**src/rtl/muldiv_seq_if.sv**
```systemverilog
// Request/response handshake bundle for muldiv_seq.
// master = issuing pipeline, slave = the multiply/divide unit.
interface muldiv_seq_if #(
  parameter int unsigned WD_SIZE        = 32,
  parameter int unsigned INSTR_REG_SIZE = 5
);
  logic                      req_valid_i;
  logic                      req_ready_o;
  logic [2:0]                funct3_i;
  logic [WD_SIZE-1:0]        op1_i;
  logic [WD_SIZE-1:0]        op2_i;
  logic [INSTR_REG_SIZE-1:0] rd_i;
  logic                      flush_i;
  logic                      resp_valid_o;
  logic                      resp_ready_i;
  logic [WD_SIZE-1:0]        resp_data_o;
  logic [INSTR_REG_SIZE-1:0] resp_rd_o;
  logic                      busy_o;

  modport master (
    output req_valid_i, funct3_i, op1_i, op2_i, rd_i, flush_i, resp_ready_i,
    input  req_ready_o, resp_valid_o, resp_data_o, resp_rd_o, busy_o
  );

  modport slave (
    input  req_valid_i, funct3_i, op1_i, op2_i, rd_i, flush_i, resp_ready_i,
    output req_ready_o, resp_valid_o, resp_data_o, resp_rd_o, busy_o
  );
endinterface

```
**src/rtl/muldiv_seq.sv**
```systemverilog
// Sequential RV32M multiply (single cycle) / restoring divide (one bit per cycle).
// Define MULDIV_EARLY_OUT_EN to finish divide-by-zero and signed overflow directly from IDLE.
module muldiv_seq #(
   parameter int unsigned WD_SIZE        = 32,
   parameter int unsigned DIV_ITERS      = WD_SIZE,
   parameter int unsigned INSTR_REG_SIZE = 5
) (
   input logic        clk,
   input logic        reset,
   muldiv_seq_if.slave io
);

   typedef enum logic [2:0] {IDLE, MUL, DIV, FIX, DONE} state_t;

   localparam int unsigned CW = (DIV_ITERS > 1) ? $clog2(DIV_ITERS) : 1;
   localparam logic [CW-1:0] LAST_ITER = CW'(DIV_ITERS - 1);
   localparam logic [WD_SIZE-1:0] MOST_NEG = {1'b1, {(WD_SIZE-1){1'b0}}};

   state_t                    state_q, state_d;
   logic [WD_SIZE-1:0]        op1_q, op2_q, quot_q, rem_q, dvsr_q, result_q;
   logic [2:0]                f3_q;
   logic [INSTR_REG_SIZE-1:0] rd_q;
   logic [CW-1:0]             cnt_q;
   logic                      accept, early_out;
   logic                      mul_s1, mul_s2;
   logic [2*WD_SIZE-1:0]      mul_a, mul_b, prod;
   logic [WD_SIZE:0]          shifted;
   logic                      sub_ok;
   logic [WD_SIZE-1:0]        abs1, abs2;

   // Final divide result from magnitudes, with the zero-divisor and overflow overrides.
   function automatic logic [WD_SIZE-1:0] div_result(input logic [2:0] f3,
                                                      input logic [WD_SIZE-1:0] a, b, q, r);
      logic sgn, na, nb, ovf;
      sgn = ~f3[0];
      na  = sgn & a[WD_SIZE-1];
      nb  = sgn & b[WD_SIZE-1];
      ovf = sgn && (a == MOST_NEG) && (b == '1);
      if (!f3[1]) begin
         if (b == '0) return '1;
         if (ovf)     return a;
         return (na ^ nb) ? -q : q;
      end
      if (b == '0) return a;
      if (ovf)     return '0;
      return na ? -r : r;
   endfunction

   assign io.req_ready_o = (state_q == IDLE) & ~io.flush_i & ~reset;
   assign io.busy_o      = (state_q != IDLE);
   assign accept         = io.req_valid_i & io.req_ready_o;

`ifdef MULDIV_EARLY_OUT_EN
   assign early_out = io.funct3_i[2] &
                      ((io.op2_i == '0) ||
                       (~io.funct3_i[0] && (io.op1_i == MOST_NEG) && (io.op2_i == '1)));
`else
   assign early_out = 1'b0;
`endif

   always_ff @(posedge clk or posedge reset) begin
      if (reset) state_q <= IDLE;
      else       state_q <= state_d;
   end

   always_comb begin
      state_d = state_q;
      if (io.flush_i) begin
         state_d = IDLE;
      end else begin
         unique case (state_q)
            IDLE: if (accept) state_d = !io.funct3_i[2] ? MUL : (early_out ? DONE : DIV);
            MUL:  state_d = DONE;
            DIV:  if (cnt_q == LAST_ITER) state_d = FIX;
            FIX:  state_d = DONE;
            DONE: if (io.resp_valid_o && io.resp_ready_i) state_d = IDLE;
            default: state_d = IDLE;
         endcase
      end
   end

   // Sign-extend to 2*WD_SIZE so one unsigned multiply covers all three signedness mixes.
   always_comb begin
      mul_s1 = ~(f3_q[1] & f3_q[0]);
      mul_s2 = ~f3_q[1] & f3_q[0];
      mul_a  = {{WD_SIZE{mul_s1 & op1_q[WD_SIZE-1]}}, op1_q};
      mul_b  = {{WD_SIZE{mul_s2 & op2_q[WD_SIZE-1]}}, op2_q};
      prod   = mul_a * mul_b;
   end

   always_comb begin
      shifted = {rem_q, quot_q[WD_SIZE-1]};
      sub_ok  = (shifted >= {1'b0, dvsr_q});
      abs1    = (~io.funct3_i[0] & io.op1_i[WD_SIZE-1]) ? -io.op1_i : io.op1_i;
      abs2    = (~io.funct3_i[0] & io.op2_i[WD_SIZE-1]) ? -io.op2_i : io.op2_i;
   end

   always_ff @(posedge clk or posedge reset) begin
      if (reset) begin
         op1_q           <= '0;
         op2_q           <= '0;
         quot_q          <= '0;
         rem_q           <= '0;
         dvsr_q          <= '0;
         result_q        <= '0;
         f3_q            <= '0;
         rd_q            <= '0;
         cnt_q           <= '0;
         io.resp_valid_o <= 1'b0;
         io.resp_data_o  <= '0;
         io.resp_rd_o    <= '0;
      end else begin
         // Output register stage: the first DONE cycle loads data, valid follows one edge later.
         io.resp_valid_o <= (state_q == DONE) && (state_d == DONE);
         if (accept) begin
            op1_q    <= io.op1_i;
            op2_q    <= io.op2_i;
            f3_q     <= io.funct3_i;
            rd_q     <= io.rd_i;
            cnt_q    <= '0;
            rem_q    <= '0;
            quot_q   <= abs1;
            dvsr_q   <= abs2;
            result_q <= div_result(io.funct3_i, io.op1_i, io.op2_i, '0, '0);
         end
         if (state_q == MUL) begin
            result_q <= (f3_q == 3'b000) ? prod[WD_SIZE-1:0] : prod[2*WD_SIZE-1:WD_SIZE];
         end
         if (state_q == DIV) begin
            rem_q  <= sub_ok ? (shifted[WD_SIZE-1:0] - dvsr_q) : shifted[WD_SIZE-1:0];
            quot_q <= {quot_q[WD_SIZE-2:0], sub_ok};
            cnt_q  <= cnt_q + CW'(1);
         end
         if (state_q == FIX) begin
            result_q <= div_result(f3_q, op1_q, op2_q, quot_q, rem_q);
         end
         if (state_q == DONE && !io.resp_valid_o) begin
            io.resp_data_o <= result_q;
            io.resp_rd_o   <= rd_q;
         end
      end
   end

endmodule
```
**src/flat_wrapper.sv**
```systemverilog
// flat-port wrapper written by rule: the top's interface ports become plain ports
module muldiv_seq_flat 
#(
   parameter int unsigned WD_SIZE        = 32,
   parameter int unsigned DIV_ITERS      = WD_SIZE,
   parameter int unsigned INSTR_REG_SIZE = 5
)
  (clk, reset, io_req_valid_i, io_funct3_i, io_op1_i, io_op2_i, io_rd_i, io_flush_i, io_resp_ready_i, io_req_ready_o, io_resp_valid_o, io_resp_data_o, io_resp_rd_o, io_busy_o);
  muldiv_seq_if #(.WD_SIZE(WD_SIZE), .INSTR_REG_SIZE(INSTR_REG_SIZE)) io_i ();
  input logic clk;
  input logic reset;
  input wire logic [$bits(io_i.req_valid_i)-1:0] io_req_valid_i;
  input wire logic [$bits(io_i.funct3_i)-1:0] io_funct3_i;
  input wire logic [$bits(io_i.op1_i)-1:0] io_op1_i;
  input wire logic [$bits(io_i.op2_i)-1:0] io_op2_i;
  input wire logic [$bits(io_i.rd_i)-1:0] io_rd_i;
  input wire logic [$bits(io_i.flush_i)-1:0] io_flush_i;
  input wire logic [$bits(io_i.resp_ready_i)-1:0] io_resp_ready_i;
  output wire logic [$bits(io_i.req_ready_o)-1:0] io_req_ready_o;
  output wire logic [$bits(io_i.resp_valid_o)-1:0] io_resp_valid_o;
  output wire logic [$bits(io_i.resp_data_o)-1:0] io_resp_data_o;
  output wire logic [$bits(io_i.resp_rd_o)-1:0] io_resp_rd_o;
  output wire logic [$bits(io_i.busy_o)-1:0] io_busy_o;
  assign io_i.req_valid_i = io_req_valid_i;
  assign io_i.funct3_i = io_funct3_i;
  assign io_i.op1_i = io_op1_i;
  assign io_i.op2_i = io_op2_i;
  assign io_i.rd_i = io_rd_i;
  assign io_i.flush_i = io_flush_i;
  assign io_i.resp_ready_i = io_resp_ready_i;
  assign io_req_ready_o = io_i.req_ready_o;
  assign io_resp_valid_o = io_i.resp_valid_o;
  assign io_resp_data_o = io_i.resp_data_o;
  assign io_resp_rd_o = io_i.resp_rd_o;
  assign io_busy_o = io_i.busy_o;
  muldiv_seq #(.WD_SIZE(WD_SIZE), .DIV_ITERS(DIV_ITERS), .INSTR_REG_SIZE(INSTR_REG_SIZE)) u_core (.clk(clk), .reset(reset), .io(io_i));
endmodule
```
**config.mk**
```make
export PLATFORM = sky130hd
export DESIGN_NAME = muldiv_seq_flat
export DESIGN_NICKNAME = d
export VERILOG_FILES = /design/src/rtl/muldiv_seq_if.sv /design/src/rtl/muldiv_seq.sv /design/src/flat_wrapper.sv
export SDC_FILE = /design/constraint.sdc
export NUM_CORES = 2
export LEC_CHECK = 0
export ABC_AREA = 1
export BUFFER_PORTS_ARGS = -buffer_cell sky130_fd_sc_hd__buf_4
export CAP_MARGIN = 10
export CORE_MARGIN = 8
export CORE_UTILIZATION = 55
export DETAILED_ROUTE_END_ITERATION = 7
export PLACE_DENSITY = 0.71
export SLEW_MARGIN = 20
export SYNTH_ARGS = -nofsm -noshare
export SYNTH_HDL_FRONTEND = slang
export SYNTH_SLANG_ARGS = --single-unit
```
**constraint.sdc**
```tcl
create_clock -name clk -period 15 [get_ports clk]
set_input_delay 0.75 -clock clk [delete_from_list [all_inputs] [get_ports clk]]
set_output_delay 0.75 -clock clk [all_outputs]
set_load 0.05 [all_outputs]
```
======== Word-level counts from Yosys, hierarchy flattened ========
Cells that the tools add are included.
operators by class
  multiply operators ...................... 1
  multiplexer cells ....................... 69
  order comparisons ....................... 1
  bitwise gates (word level) .............. 18
  equal/unequal tests ..................... 10
  reductions and logical operators ........ 16
  $add $sub $neg .......................... 6
operators by type and width
  operator                                                               count
  32-bit two-way mux                                                     33
  32-bit equality test, second input constant                            4
  32-bit negation                                                        4
  32-bit zero test                                                       2
  33-bit by 33-bit multiplier with 64-bit output                         1
  33-bit by 32-bit greater-or-equal comparator with 1-bit output         1
  32-bit subtractor                                                      1
  1-bit two-way mux                                                      28
  3-bit two-way mux                                                      4
  3-bit case mux with 4 select lines                                     1
  1-bit AND                                                              11
  5-bit two-way mux                                                      2
  1-bit logical AND                                                      7
  3-bit by 2-bit equality test with 1-bit output, second input constant  2
  3-bit equality test, second input constant                             2
  3-bit zero test                                                        2
  1-bit NOT                                                              6
  3-bit nonzero test                                                     2
  5-bit by 1-bit adder with 5-bit output, second input constant          1
  5-bit equality test, second input constant                             1
  3-bit by 1-bit equality test with 1-bit output, second input constant  1
  2-bit two-way mux                                                      1
  2-bit nonzero test                                                     1
  2-bit OR reduction                                                     1
  other kinds (2)                                                        2
word-level totals
  register bits after elaboration ......... 246
  word-level logic and storage cells ...... 134
  output and inout bits ................... 40
  input port bits ......................... 77

======== Longest topological paths before layout ========
  depth in word-level cells ............... 19
  depth in mapped cells ................... 36
  gate-level depth less buffers ........... 35

======== Worst setup path after synthesis ========
No wires, ideal clock.
  path kind ............................... flip-flop to flip-flop
  start ................................... reg u_core.f3_q[1]
  end ..................................... reg u_core.result_q[29]
  stages on the path, launching flop included .. 33
  arrival time ............................ 7.660 ns
  clock period less this slack ............ 7.737 ns
  path slack .............................. 7.263 ns
  buffers on the path ..................... 2
  setup time .............................. 0.077 ns
  data required time ...................... 14.923 ns
  cell sequence ........................... dfrtp_1 buf_2 nand2_1 nand2_1 clkbuf_1 nor2_1 fa_1 inv_1 fa_1 inv_1 fa_1 inv_1 fa_1 fa_1 inv_1 fa_1 inv_1 fa_1 fa_1 inv_1 ha_1 inv_1 o21bai_1 or2_2 a21oi_1 nand2_1 a21oi_1 nand2_1 nand2_1 nand3_1 nand2_1 nand2_1 a21oi_1
between the ends
  word-level cells in the longest chain between the ends .. 7
  elaborated cells on any way between the ends .. 14
  classes of those cells .................. mul: 1; mux: 6; bitwise: 6; reduce/logical: 1
ends and longest elaborated chain
  item                                            RTL line                            text
  from (decl)                                     muldiv_seq.sv:21                    logic [2:0] f3_q;
  from (signal assigned)                          muldiv_seq.sv:118                   f3_q <= io.funct3_i;
  1-bit AND / 1-bit NOT (equally long branches)   muldiv_seq.sv:84, muldiv_seq.sv:85
  1-bit NOT / 1-bit AND (equally long branches)   muldiv_seq.sv:84, muldiv_seq.sv:85
  1-bit AND, on equally long branches             muldiv_seq.sv:86, muldiv_seq.sv:87
  33-bit by 33-bit multiplier with 64-bit output  muldiv_seq.sv:88                    prod = mul_a * mul_b;
  32-bit two-way mux                              muldiv_seq.sv:127                   result_q <= (f3_q == 3'b000) ? prod[WD_SIZE-1:0] : prod[2*WD_SIZE-1:WD_SIZE];
  32-bit two-way mux                              muldiv_seq.sv:126                   if (state_q == MUL) begin
  32-bit two-way mux (*)                          muldiv_seq.sv:134                   if (state_q == FIX) begin
  to (signal assigned)                            muldiv_seq.sv:124                   result_q <= div_result(io.funct3_i, io.op1_i, io.op2_i, '0, '0);
  to (signal assigned)                            muldiv_seq.sv:127
  to (signal assigned)                            muldiv_seq.sv:135                   result_q <= div_result(f3_q, op1_q, op2_q, quot_q, rem_q);
  to (decl)                                       muldiv_seq.sv:20                    logic [WD_SIZE-1:0] op1_q, op2_q, quot_q, rem_q, dvsr_q, result_q;
Every way passes the cells marked *; elsewhere a longest branch is shown, timed or not. The select of a mux whose other input is x is not followed.
A chain may end at the register's enable or synchronous reset.

======== Worst setup path after layout ========
  start ................................... reg u_core.op1_q[31]
  end ..................................... reg u_core.result_q[25]
between the ends
  word-level cells in the longest chain between the ends .. 16
  elaborated cells on any way between the ends .. 28
  classes of those cells .................. mul: 1; eq/ne: 1; mux: 21; bitwise: 3; reduce/logical: 2
ends and longest elaborated chain
  item                                                                                                     RTL line           text
  from (decl)                                                                                              muldiv_seq.sv:20
  from (signal assigned)                                                                                   muldiv_seq.sv:116  op1_q <= io.op1_i;
  parallel branches: the longest is 15 deep, another holds 33-bit by 33-bit multiplier with 64-bit output  -
  32-bit two-way mux (*)                                                                                   muldiv_seq.sv:134
Every way passes the cells marked *. The select of a mux whose other input is x is not followed.

==> results.txt <==
* Most common cell after layout, fill and taps aside: nand2_1
* Delay-heaviest family, CP: adder cells
* Max_slew headroom: 23.42%
- Dividing the detail-routed wire length by the instance count gives 22.54 um.
* Clock skew after layout: 0.01032 ns
* Highest-delay cell along the critical path: fa_1
- The post-route netlist has 4.993% of its cells at a drive strength greater than 1.
- Multi-input gate area in the final layout: 42680 sq um
- Layout-stage area growth over the synthesis result: 4.836%
- Data arrives at the worst endpoint at 9.67 ns.
- Number of nets with antenna violations after detailed routing: 0
- Core area: 103500 sq um
* Global-route wire length before repair: 309200 um
- Sequential cell area: 6133 sq um
- Die span in y: 338.9 um
- The tool flagged a number of max-cap violations equal to 0.
* Final worst path period need: 9.186 ns
- The critical path contains buffers and inverters numbering 9 combined.
- Counting flops with an async set or reset pin after synthesis yields a share of 100.0%.
- Post-synthesis instance area: 57360 sq um
* Initial core utilization: 55.42%
- The clock net in this run drives a total of 245 sinks.
- Global routing used 34.82% of the available tracks across all layers.
- Yosys reg bits: 245
- Worst setup path category: reg2reg
* RSZ-0062 raised after global routing: no
* Overall die width: 338.9 um
- In the routed design, unresolved DRC markers number 0.
* Gate count after technology mapping: 7597
- In this run the count of I/O pins placed on the die edge is 117.
- At the end of routability-driven placement, the weighted congestion stood at 1.024.
- Fmax achieved: 108.9 MHz
- After clock tree synthesis, the setup repair step added 0 buffers.
- The clock passes through at most 3 buffers.
* Number of antenna violations at the first check in global routing: 6
* Measured slew at the worst slew-check pin: 1.137 ns
- Setup_tns: 0 ns
* Element type at the critical path start: flop
* Number of instances resized during post-cts repair: 0
- Of the synthesized area, sequential elements account for 10.69%.
* Stage delay of the slowest cell on the critical path: 0.91 ns
- Total clock buffers created by CTS: 28
- Later-pin clock latency in the skew report: 0.59 ns
- For this block, the initial DRC count from the detailed router was 4277.
- Of the available clock period, the critical path in the final layout requires 61.24%.
* Number of hold buffers added after cts: 0
- Most common cell on crit path: fa_1
- When the netlist entered floorplanning its net count stood at 9051.
- After filler insertion, the fill cell instance count of the layout stands at 9731.
- Global routing finished with a remaining overflow of 0.
* Pin count of the biggest net entering global routing: 114
- In this run the number of H-tree levels came out at 1.
- The flow ran to the end, and the final reports show no timing, DRC or antenna violations.
* Data required, critical path: 15.48 ns
* Worst min path class: in2async
- The total count of hold-check failures in the final report is 0.
* Drt via density: 5.620
- The wire-length estimate of the detail-placed layout is 159800 um.
- TritonCTS clock tree: built
* Clock transition at the registers of the reported paths: 0.07 ns
- For this run, the detailed router's first-pass iteration total came to 8.
* Commonest cells after routing, fill and taps aside: nand2_1 (1985), inv_1 (1841), fa_1 (1126)
- Largest fanout on the critical path: 34
* Total via count after detailed routing: 49.86k
- Placement Rows: 118
- STA classifies the critical path endpoint as a flop.
* Number of pins with negative max-slew slack in the final report: 0
* Vias in the first global route: 52.28k
- Port Buf Inserts: 116
- The floorplan step defined a die boundary enclosing 114900 sq um.
- In this run, synthesis inferred 0 flip-flops with an integrated enable.
- In this run the mean area of a mapped cell was 7.550 sq um.
- Setup Viol. Count Final: 0
- Library cells used by synthesis: 58
* Aggregate routed wire length: 199900 um
- Number of warnings printed during yosys synthesis: 0
* Root cell of the clock tree: clkbuf_16
- Flip-flop cell with the highest count after synthesis: dfrtp_1
- After the last flow step, the layout net total stands at 8923.
[cell usage after synthesis (38+ instances only)]
master / number / area, sq um
nand2_1: 1987 / 7458
inv_1: 1843 / 6918
fa_1: 1126 / 22540
nor2_1: 453 / 1700
nand3_1: 296 / 1481
ha_1: 251 / 3141
dfrtp_1: 245 / 6131
o21ai_0: 233 / 1166
a21oi_1: 231 / 1156
clkbuf_1: 179 / 671.9
buf_1: 90 / 337.8
buf_2: 90 / 450.4
xor2_1: 86 / 753.2
nand4_1: 65 / 406.6
o21ai_1: 49 / 245.2
nor4_1: 38 / 237.7
[sequential cells by signal (all words and copies together) (netlist names), 31 cells and up]
register,cells
u_core.dvsr_q,32
u_core.io.resp_data_o,32
u_core.op1_q,32
u_core.op2_q,31
u_core.quot_q,32
u_core.rem_q,32
u_core.result_q,32
[metrics by stage]
step	instances	util, %	setup slack (ns)	instance area (sq um)	hold slack, ns
final	8871	58.10	5.814	60130	0.3128
after global routing	8871	58.10	5.267	60130	0.3537
after CTS	8870	58.10	5.906	60130	0.3350
after detailed placement	8819	57.18	5.947	59170	0.4601
after global placement	8819	57.18	6.104	59170	0.4570
after floorplan	7597	-	7.263	57360	0.4403
[layout make-up]
class	count	area share [%]
Sequential cell	245	10.20
Tap cell	1380	2.871
Inverter	1877	11.73
Antenna cell	1	0.004161
Timing Repair Buffer	210	2.628
Clock inverter	14	0.2975
Multi-Input combinational cell	5107	70.98
Clock buffer	37	1.288
[kinds of logic after synthesis]
group	synth area share, %
AND/OR/NAND/NOR	20.91
buffers and inverters	14.97
adder cells (fa/ha/maj)	44.77
AO/OA/AOI/OAI	6.193
flip-flops	10.69
XOR/XNOR	1.741
multiplexers	0.7264
[metal layers]
| layer | share of wire [%] | track usage, % |
|---|---|---|
| met4 | 6.3 | 17.88 |
| met2 | 47 | 58.33 |
| met5 | 0 | 0 |
| met3 | 8.0 | 5.208 |
| met1 | 38 | 43.75 |
[path summary, 6_finish.rpt]
check	startpoint	end	slack [ns]	cells after the start
max in group asynchronous	reset	u_core.op2_q[4]	13.20	3
min in group clk	io_flush_i	u_core.state_q[0]	0.35	2
worst min-delay path	reset	u_core.io.resp_data_o[21]	0.31	2
worst min register to register	u_core.cnt_q[3]	u_core.cnt_q[3]	0.47	1
worst max register to register	u_core.op1_q[31]	u_core.result_q[25]	5.81	32
worst max-delay path	u_core.op1_q[31]	u_core.result_q[25]	5.81	32
Power is left out: the tool's default activity adds up to more than one toggle a clock period on the data nets, which glitch-free logic cannot reach.
